===== src/rtl/dm_store_rmw.sv =====
// dm_store_rmw: M-stage store unit for a word-only data memory.
// Word stores write straight through; byte and halfword stores read the
// target word, merge the new lane(s) in, and write the full word back.
// Misaligned stores raise ades and are dropped without touching memory.
//
//  state | meaning
//  ------+-------------------------------------------------------------
//  IDLE  | waiting for a store; latches the request when it is accepted
//  RD    | read strobe issued for the target word
//  MG    | read data on mem_rdata; merge store lane(s) into data_q
//  WR    | full word written to memory; pipeline released
module dm_store_rmw #(
    parameter logic [5:0] OPC_SB = 6'd40,
    parameter logic [5:0] OPC_SH = 6'd41,
    parameter logic [5:0] OPC_SW = 6'd43
) (
    input  logic        clk,
    input  logic        reset,
    input  logic        req,
    input  logic [5:0]  opcodeM,
    input  logic [31:0] addr,
    input  logic [31:0] wdata,
    output logic        busy,
    output logic        ades,
    output logic        done,
    output logic [31:0] mem_addr,
    output logic        mem_rd,
    input  logic [31:0] mem_rdata,
    output logic        mem_we,
    output logic [31:0] mem_wdata
);

    typedef enum logic [1:0] {
        S_IDLE = 2'd0,
        S_RD   = 2'd1,
        S_MG   = 2'd2,
        S_WR   = 2'd3
    } state_t;

    state_t      state_q, state_d;
    logic [31:0] addr_q, addr_d;
    logic [31:0] data_q, data_d;
    logic [5:0]  opc_q, opc_d;

    logic        is_sb, is_sh, is_sw, is_store;
    logic        misaligned;
    logic        accept;
    logic [31:0] merge_word;

    // Decode the incoming request; only meaningful while IDLE.
    always_comb begin
        is_sb      = req && (opcodeM == OPC_SB);
        is_sh      = req && (opcodeM == OPC_SH);
        is_sw      = req && (opcodeM == OPC_SW);
        is_store   = is_sb || is_sh || is_sw;
        misaligned = (is_sh && addr[0]) || (is_sw && (addr[1:0] != 2'b00));
        // Reset wins over a simultaneous request.
        accept     = (state_q == S_IDLE) && is_store && !misaligned && !reset;
    end

    // Splice the latched store data into the word read back from memory.
    always_comb begin
        merge_word = mem_rdata;
        if (opc_q == OPC_SB) begin
            case (addr_q[1:0])
                2'd0:    merge_word[7:0]   = data_q[7:0];
                2'd1:    merge_word[15:8]  = data_q[7:0];
                2'd2:    merge_word[23:16] = data_q[7:0];
                default: merge_word[31:24] = data_q[7:0];
            endcase
        end else if (opc_q == OPC_SH) begin
            if (addr_q[1]) begin
                merge_word[31:16] = data_q[15:0];
            end else begin
                merge_word[15:0]  = data_q[15:0];
            end
        end
    end

    // Datapath register next values: latch on accept, merge in MG.
    always_comb begin
        addr_d = addr_q;
        data_d = data_q;
        opc_d  = opc_q;
        if (accept) begin
            addr_d = addr;
            data_d = wdata;
            opc_d  = opcodeM;
        end else if (state_q == S_MG) begin
            data_d = merge_word;
        end
    end

    // FSM next-state logic.
    always_comb begin
        state_d = state_q;
        case (state_q)
            S_IDLE: begin
                if (accept) begin
                    state_d = is_sw ? S_WR : S_RD;
                end
            end
            S_RD:    state_d = S_MG;
            S_MG:    state_d = S_WR;
            S_WR:    state_d = S_IDLE;
            default: state_d = S_IDLE;
        endcase
    end

    // FSM outputs; reset suppresses strobes in the same cycle so an
    // interrupted write never commits.
    always_comb begin
        busy      = 1'b0;
        ades      = 1'b0;
        done      = 1'b0;
        mem_rd    = 1'b0;
        mem_we    = 1'b0;
        mem_addr  = {addr_q[31:2], 2'b00};
        mem_wdata = data_q;
        if (!reset) begin
            case (state_q)
                S_IDLE: begin
                    busy = accept;
                    ades = is_store && misaligned;
                end
                S_RD: begin
                    busy   = 1'b1;
                    mem_rd = 1'b1;
                end
                S_MG: begin
                    busy = 1'b1;
                end
                S_WR: begin
                    mem_we = 1'b1;
                    done   = 1'b1;
                end
                default: begin
                    busy = 1'b0;
                end
            endcase
        end
    end

    // State and datapath registers with synchronous reset.
    always_ff @(posedge clk) begin
        if (reset) begin
            state_q <= S_IDLE;
            addr_q  <= '0;
            data_q  <= '0;
            opc_q   <= '0;
        end else begin
            state_q <= state_d;
            addr_q  <= addr_d;
            data_q  <= data_d;
            opc_q   <= opc_d;
        end
    end

endmodule

===== config.mk =====
export PLATFORM = sky130hd
export DESIGN_NAME = dm_store_rmw
export DESIGN_NICKNAME = d
export VERILOG_FILES = /design/src/rtl/dm_store_rmw.sv
export SDC_FILE = /design/constraint.sdc
export NUM_CORES = 1
export LEC_CHECK = 0
export BUFFER_PORTS_ARGS = -buffer_cell sky130_fd_sc_hd__buf_2
export CAP_MARGIN = 5
export CORE_MARGIN = 3
export CORE_UTILIZATION = 46
export CTS_CLUSTER_SIZE = 12
export DETAILED_ROUTE_END_ITERATION = 8
export GPL_TIMING_DRIVEN = 0
export PLACE_DENSITY = 0.89
export SYNTH_ARGS = -nofsm -noshare
export SYNTH_HDL_FRONTEND = slang
export SYNTH_SLANG_ARGS = --single-unit
export TNS_END_PERCENT = 30

===== constraint.sdc =====
create_clock -name clk -period 2.2 [get_ports clk]
set_input_delay 0 -clock clk [delete_from_list [all_inputs] [get_ports clk]]
set_output_delay 0 -clock clk [all_outputs]
set_load 0.01 [all_outputs]

==> impl_metrics.yaml, run 1 <==
detailed_routing:
  vias: 4420
  wl_per_cell_um: 16.93
  ant_nets: 0
  drt_pre_antenna_iters: 5
  drt_iter0_markers: 214
  avgViaCountPerCell: 5.443
  routed_wl_mm: 13.74
  drc: 0
sta:
  max_clock_freq_ghz: 0.4709
  min_period_ps: 2123
  fin_ws_ps: 76.53
  timing.final.crit_share: 0.9652
  setup_tns_ps: 0
  rsz0062_at_grt: "yes"
  finalHoldViolations: 0
  finalMaxSlewViolations: 0
  setup_viol: 0
  fin_skew_ps: 6.524
  slew_headroom: 0.5220
  tightest_slew_ps: 713.7
clock_tree:
  ctsHtreeMaxLevel: 3
  clk_latency_ps: 350
  clock-sinks: 72
  cts_root_buf: "clkbuf_8"
  tritoncts: "built"
  cts_buffer_depth: 2
  clk_pin_slew_ps: 70
  cts_made_buffers: 9
floorplan:
  fp.dieH_um: 94.31
  start_util: 0.4842
  core.rowCount: 31
  core_area_um2: 7408
  pin_count: 174
  die_w_um: 94.31
  die_area_um2: 8893
synthesis:
  synthFlopType: "dfxtp_1"
  syn_inst: 448
  yosys-top-cells-area: "dfxtp_1, a21oi_1, nand2_1, buf_4, o221ai_1"
  synth_edf_count: 0
  yosysMostFrequentCell: "nand2_1"
  syn_area_per_cell_um2: 8.007
  async_flop_share: 0
  yosysUniqueCellTypes: 35
  netlist.top_cell.by_area: "dfxtp_1"
  synth_top_area_share: 0.4018
  yosysWarnings: 0
  synth_commonest_cells: "nand2_1, dfxtp_1, a21oi_1"
  ys_ff_latch: 72
  synth-seq-area-share: 0.4018
  synth_area_um2: 3587
place:
  pre_cts_ws_ps: -105.8
  globalplace.congestion: 0.8927
  hpwl_mm: 8.865
  portBuffers: 171
  dp.cells: 719
worst_setup_path:
  cp-end-kind: "primary output"
  worstRegToRegCells: 8
  path_class: "reg -> out"
  cp.arrival_ps: 2120
  crit_fanout: 10
  worstPathRequired_ps: 2200
  cp-start-kind: "register"
global_routing:
  gr-usage-all-layers: 0.3134
  antenna_found_initial: 0
  grt_start_max_net_pins: 12
  grt_pass1_wl_mm: 21.72
  grt.overflow.total: 0
  first_global_vias: 4554
layout:
  seq_area_um2: 1441
  nNetsFinal: 819
  diodes: 0
  fin_util: 0.7516
  area_delta_synth_final_pct: 55.21
  fillers: 524
  stdcell_count: 812
  multi_input_area_um2: 1712
  drive_gt1_frac: 0.3366
pwr:
  peakVddDrop_mv: 0.3177
  power_density_nw_per_um2: 537.4
  fin_total_pwr_mw: 2.992
  p_leak_nw: 2.508
status:
  status: "completed"
job:
  cap_violations: 0
worst_hold_path:
  hold_depth: 3
  min_path_type: "in -> reg"
through the flow:
step	instance area (um^2)	hold WS [ps]
after floorplan	3591	102.1
after global placement	4571	203.0
after detailed placement	4571	212.0
after CTS	5554	1.319
after global routing	5568	2.223
final	5568	2.693
metal layers:
| metal | vias to the layer above | part of all wire | wire length, um | global-route usage |
|---|---|---|---|---|
| met2 | 264 | 0.49 | 6791 | 0.5307 |
| met5 | - | 0 | 0 | 0 |
| met3 | 68 | 0.080 | 1098 | 0.07452 |
| met1 | 2023 | 0.38 | 5170 | 0.3597 |
| li1 | 2065 | - | - | - |
| met4 | 0 | 0.050 | 684 | 0.1805 |
worst paths after layout:
| kind | startpoint | slack [ps] | to |
|---|---|---|---|
| max | state_q[0] | 80 | busy |
| min | req | 3 | state_q[1] |
| max reg2reg | state_q[0] | 100 | mem_wdata[17] |
| min reg2reg | addr_q[5] | 460 | addr_q[5] |
critical path: stages (launching register included):
cell,delay (ps)
dfxtp_1,350
inv_1,120
ha_2,230
and4b_2,280
o2111a_2,260
clkbuf_4,210
nor2_1,50
nor3_1,120
buf_2,160
state kept, by name, indices dropped and copies added (netlist names):
register   cells
addr_q        32
state_q        2
mem_wdata     32
opc_q          6
logic make-up after synthesis:
family	after synthesis	synth area share
AO/OA/AOI/OAI	146	0.2633
AND/OR/NAND/NOR	130	0.1688
buffers and inverters	86	0.1252
flip-flops	72	0.4018
multiplexers	8	0.02232
adder cells (fa/ha/maj)	5	0.01744
other	1	0.001045
power breakdown:
part / total, mW / internal, mW / switching, mW
clock network: 1.03 / 0.543 / 0.487
registers: 1.40 / 1.35 / 0.0435
logic: 0.565 / 0.292 / 0.273
cells in the final DEF (no fill, tap or decap), types with 4 or more instances in the layout:
master and instances:
buf_2 175, nand2_1 78, dlygate4sd3_1 78, dfxtp_1 72
a21oi_1 67, buf_4 35, o21ai_0 24, clkbuf_1 23
inv_1 19, o221ai_1 16, nor2_1 15, nand3_1 11
clkbuf_8 10, nor3b_1 9, o31ai_1 8, o311a_1 8
mux2i_1 8, o21ai_1 8, o41ai_1 6, nor2b_1 4
clkbuf_2 4, ha_1 4
final cells by class:
type                    instances  share of cell area
multi-input cells             291              0.3074
repair buffers                251              0.2966
flip-flops and latches         72              0.2589
plain buffers                  64             0.06787
clock buffers                  11             0.02539
well taps                      99             0.02225
inverters                      20             0.01348
clock inverters                 4            0.008090
timing repair:
action / in CTS / in global routing
setup endpoints to repair: 16 / 72
endpoints found under the hold margin: 67 / 0
resized for setup: 3 / 17
hold buffers: 78 / 0
pin swaps: 1 / 1
setup buffers: 2 / 0
(Power assumes the default switching activity.)
==> run 2, diff against run 1 <==
CELL_PAD_IN_SITES_DETAIL_PLACEMENT = 1   (was unset)
CELL_PAD_IN_SITES_GLOBAL_PLACEMENT = 1   (was unset)
CORE_UTILIZATION = 32   (was 46)
==> impl_metrics.yaml, run 2 (same netlist as run 1, synthesis figures left out) <==
worst_setup_path:
  cp.arrival_ps: 2440
  cp-start-kind: "register"
  crit_fanout: 10
  slowest_delay_ps: 580
  cp_cell_sequence: "or4b_4, buf_2, o31ai_4, o221ai_1, o21ai_1"
  cp_slowest_cell: "or4b_4"
  path_class: "reg -> reg"
  worstPathRequired_ps: 2470
  cp-end-kind: "register"
sta:
  setup_viol: 0
  min_period_ps: 2169
  finalHoldViolations: 0
  timing.final.crit_share: 0.9858
  rsz0062_at_grt: "yes"
  fin_skew_ps: 10.98
  setup_tns_ps: 0
  finalMaxSlewViolations: 0
  slew_headroom: 0.5832
  max_clock_freq_ghz: 0.4611
  tightest_slew_ps: 625.2
status:
  status: "completed"
layout:
  fin_util: 0.5210
  final_common_cell: "buf_2"
  stdcell_count: 856
  area_delta_synth_final_pct: 58.14
  nNetsFinal: 823
  drive_gt1_frac: 0.3394
  multi_input_area_um2: 1733
  fillers: 1335
  diodes: 0
  seq_area_um2: 1441
  mostFrequentLayoutCells: "buf_2, dlygate4sd3_1, nand2_1"
floorplan:
  core_area_um2: 10890
  start_util: 0.3295
  fp.dieH_um: 111.9
  die_w_um: 111.9
  core.rowCount: 38
  pin_count: 174
  die_area_um2: 12520
detailed_routing:
  routed_wl_mm: 17.06
  ant_nets: 0
  vias: 4548
  drc: 0
  drt_pre_antenna_iters: 4
  drt_iter0_markers: 273
  wl_per_cell_um: 19.93
  avgViaCountPerCell: 5.313
worst_hold_path:
  min_path_type: "in -> reg"
clock_tree:
  clk_latency_ps: 360
  cts_root_buf: "clkbuf_8"
  cts_made_buffers: 9
  clk_pin_slew_ps: 80
  clock-sinks: 72
  tritoncts: "built"
  cts_buffer_depth: 2
  ctsHtreeMaxLevel: 3
pwr:
  peakVddDrop_mv: 0.2102
  fin_total_pwr_mw: 3.006
  power_density_nw_per_um2: 529.9
  p_leak_nw: 2.528
global_routing:
  grt_start_max_net_pins: 11
  gr-usage-all-layers: 0.2726
  grt_pass1_wl_mm: 26.97
  grt.overflow.total: 0
  first_global_vias: 5139
  antenna_found_initial: 0
place:
  hpwl_mm: 10.40
  globalplace.congestion: 0.8226
  dp.cells: 760
  portBuffers: 171
job:
  cap_violations: 0
-- run 2: changes by cell type in the layout (fill, tap and decap cells not counted), sizes merged --
| cell | delta |
|---|---|
| bufinv | -1 |
| clkbuf | +3 |
| dlygate4sd3 | +4 |
| clkinv | -3 |
-- run 2: timing repair --
action                                 4_1_cts  5_1_grt
pin swaps                                    1        2
gates resized for setup                      5       22
buffers inserted                             2        0
endpoints found under the hold margin       67        0
hold buffers                                82        0
setup endpoints to repair                   61       70
-- run 2: area by class of cell --
class | count | area share
multi-input combinational | 291 | 0.3055
sequential | 72 | 0.2541
timing repair buffer | 255 | 0.2982
clock buffer | 14 | 0.03044
buffer | 64 | 0.06771
tap | 140 | 0.03088
inverter | 20 | 0.01323
-- run 2: critical path: cells and delay by family (launching register included) --
| kind | cells | cell delay [ps] |
|---|---|---|
| AND/OR/NAND/NOR | 1 | 580 |
| AO/OA/AOI/OAI | 3 | 930 |
| flip-flops | 1 | 350 |
| buffers and inverters | 1 | 230 |
-- run 2: path summary, 6_finish.rpt --
check / startpoint / end / slack (ps) / cells past startpoint
max reg2reg: opc_q[1] / mem_wdata[9] / 30 / 5
max: opc_q[1] / mem_wdata[9] / 30 / 5
min reg2reg: addr_q[28] / addr_q[28] / 460 / 2
min: mem_rdata[30] / mem_wdata[30] / 0.2 / 3
-- run 2: through the flow --
step	area [um^2]	hold WS, ps	setup slack, ps
6_report	5673	0.1596	31.35
3_3_place_gp	4622	207.2	-85.55
2_1_floorplan	3591	102.1	331.1
4_1_cts	5634	1.830	10.99
5_1_grt	5673	26.74	-7.937
3_5_place_dp	4622	212.3	-233.0
-- run 2: per-layer routing --
metal	global-route usage	up-vias	wire [um]
met3	0.07174	45	1485
met4	0.1111	0	556
met2	0.5008	260	8732
met1	0.2951	2173	6283
li1	-	2070	-
met5	0	-	0
-- run 2: power by group --
| part | leakage, nW | internal, mW | switching [mW] |
|---|---|---|---|
| Combinational | 1.86 | 0.308 | 0.294 |
| Clock | 0.0886 | 0.492 | 0.505 |
| Sequential | 0.581 | 1.35 | 0.0537 |
==> run 3, diff against run 2 <==
CORE_MARGIN = unset   (was 3)
CTS_CLUSTER_SIZE = 8   (was 12)
==> impl_metrics.yaml, run 3 (same netlist as run 1, synthesis figures left out) <==
detailed_routing:
  ant_nets: 0
  drt_pre_antenna_iters: 5
  wl_per_cell_um: 19.73
  vias: 4580
  avgViaCountPerCell: 5.332
  drc: 0
  routed_wl_mm: 16.95
  drt_iter0_markers: 279
clock_tree:
  tritoncts: "built"
  cts_made_buffers: 9
  cts_buffer_depth: 2
  cts_root_buf: "clkbuf_8"
  ctsHtreeMaxLevel: 3
  clock-sinks: 72
  clk_pin_slew_ps: 90
  clk_latency_ps: 360
global_routing:
  antenna_found_initial: 1
  first_global_vias: 4980
  grt.overflow.total: 0
  grt_start_max_net_pins: 12
  gr-usage-all-layers: 0.2946
  grt_pass1_wl_mm: 25.66
worst_setup_path:
  worstPathRequired_ps: 2460
  crit_fanout: 10
  r2r-end: "mem_wdata[23]"
  r2r_start: "opc_q[1]"
  worstRegToRegCells: 5
  slowest_delay_ps: 410
  cp_cell_sequence: "nor4b_2, nand3_1, buf_2, o311a_1, o41ai_2"
  cp_slowest_cell: "nor4b_2"
  critPathTopFamily: "simple AND/OR/NAND/NOR gates"
  cp.buffers_inverters: 1
  cp.arrival_ps: 2400
  cp-start-kind: "register"
  cp-end-kind: "register"
  reg2reg_slack_ps: 60
  path_class: "reg -> reg"
floorplan:
  core_area_um2: 10890
  start_util: 0.3295
  die_area_um2: 11640
  pin_count: 174
  core.rowCount: 38
  fp.dieH_um: 107.9
  die_w_um: 107.9
layout:
  drive_gt1_frac: 0.3426
  area_delta_synth_final_pct: 58.84
  fin_util: 0.5233
  nNetsFinal: 823
  mostFrequentLayoutCells: "buf_2, dlygate4sd3_1, nand2_1"
  stdcell_count: 859
  final_common_cell: "buf_2"
pwr:
  power_density_nw_per_um2: 543.6
  p_leak_nw: 2.555
  fin_total_pwr_mw: 3.097
  peakVddDrop_mv: 0.2854
job:
  cap_violations: 0
sta:
  fin_skew_ps: 11.35
  min_period_ps: 2142
  rsz0062_at_grt: "no"
  setup_viol: 0
  timing.final.crit_share: 0.9738
  finalHoldViolations: 1
  max_clock_freq_ghz: 0.4668
  tightest_slew_ps: 612.9
  slew_headroom: 0.5914
  worst_hold_slack_ps: -3.719
  finalMaxSlewViolations: 0
worst_hold_path:
  holdPathEnd: "mem_wdata[12]"
  hold_depth: 3
  min_path_type: "in -> reg"
  min_from: "mem_rdata[12]"
place:
  globalplace.congestion: 0.8259
  portBuffers: 171
  dp.cells: 760
  hpwl_mm: 10.28
status:
  violations: "hold timing"
  status: "finished with violations"
-- run 3: changes by cell type in the layout (fill, tap and decap cells not counted), sizes merged --
cell,before,now
buf,210,208
bufinv,0,1
clkbuf,41,42
diode,0,1
clkinv,1,3
-- run 3: worst max path at each step --
stage	start	endpoint	slack [ps]	cells past startpoint
after global placement	state_q[0]	busy	-90	9
after global routing	opc_q[1]	mem_wdata[22]	5	5
after detailed placement	state_q[1]	busy	-240	9
after CTS	state_q[1]	mem_wdata[6]	-4	7
final	opc_q[1]	mem_wdata[23]	60	5
after floorplan	state_q[0]	state_q[1]	330	8
-- run 3: final cells by class --
| class | count | area [um^2] |
|---|---|---|
| Tap cell | 140 | 175.2 |
| Buffer | 65 | 391.6 |
| Fill cell | 1326 | 5190 |
| Antenna cell | 1 | 2.502 |
| Timing Repair Buffer | 254 | 1684 |
| Sequential cell | 72 | 1441 |
| Clock inverter | 3 | 40.04 |
| Multi-Input combinational cell | 291 | 1729 |
| Inverter | 20 | 75.07 |
| Clock buffer | 13 | 158.9 |
-- run 3: report_power, final --
part | switching [mW] | leakage (nW) | total (mW) | internal, mW
Combinational | 0.295 | 1.87 | 0.593 | 0.299
Sequential | 0.0510 | 0.581 | 1.40 | 1.35
Clock | 0.517 | 0.103 | 1.10 | 0.584
Total | 0.862 | 2.56 | 3.10 | 2.24
-- run 3: what timing repair did --
action | in CTS | in global routing
setup buffers | 1 | 0
hold buffers | 81 | 1
setup endpoints to repair | 49 | 67
resized for setup | 5 | 25
hold endpoints to repair | 67 | 1
pin swaps | 1 | 0
-- run 3: tightest hold or removal path: cells and delay by family --
family,cells,cell delay [ps]
buffers and inverters,1,80
AOI/OAI and AO/OA,2,250
-- run 3: through the flow --
stage	setup TNS [ps]	setup WS, ps	instance area (um^2)
after floorplan	0	331.1	3591
after global placement	-180.2	-86.90	4622
after detailed placement	-2292	-243.6	4622
after CTS	-6.805	-4.166	5643
after global routing	0	5.011	5698
final	0	57.59	5698
-- run 3: routing by layer --
layer,up-vias,part of all wire,track usage
met5,-,0,0
met4,0,0.052,0.1712
met3,73,0.073,0.06840
met2,274,0.51,0.5426
met1,2162,0.36,0.3020
li1,2071,-,-
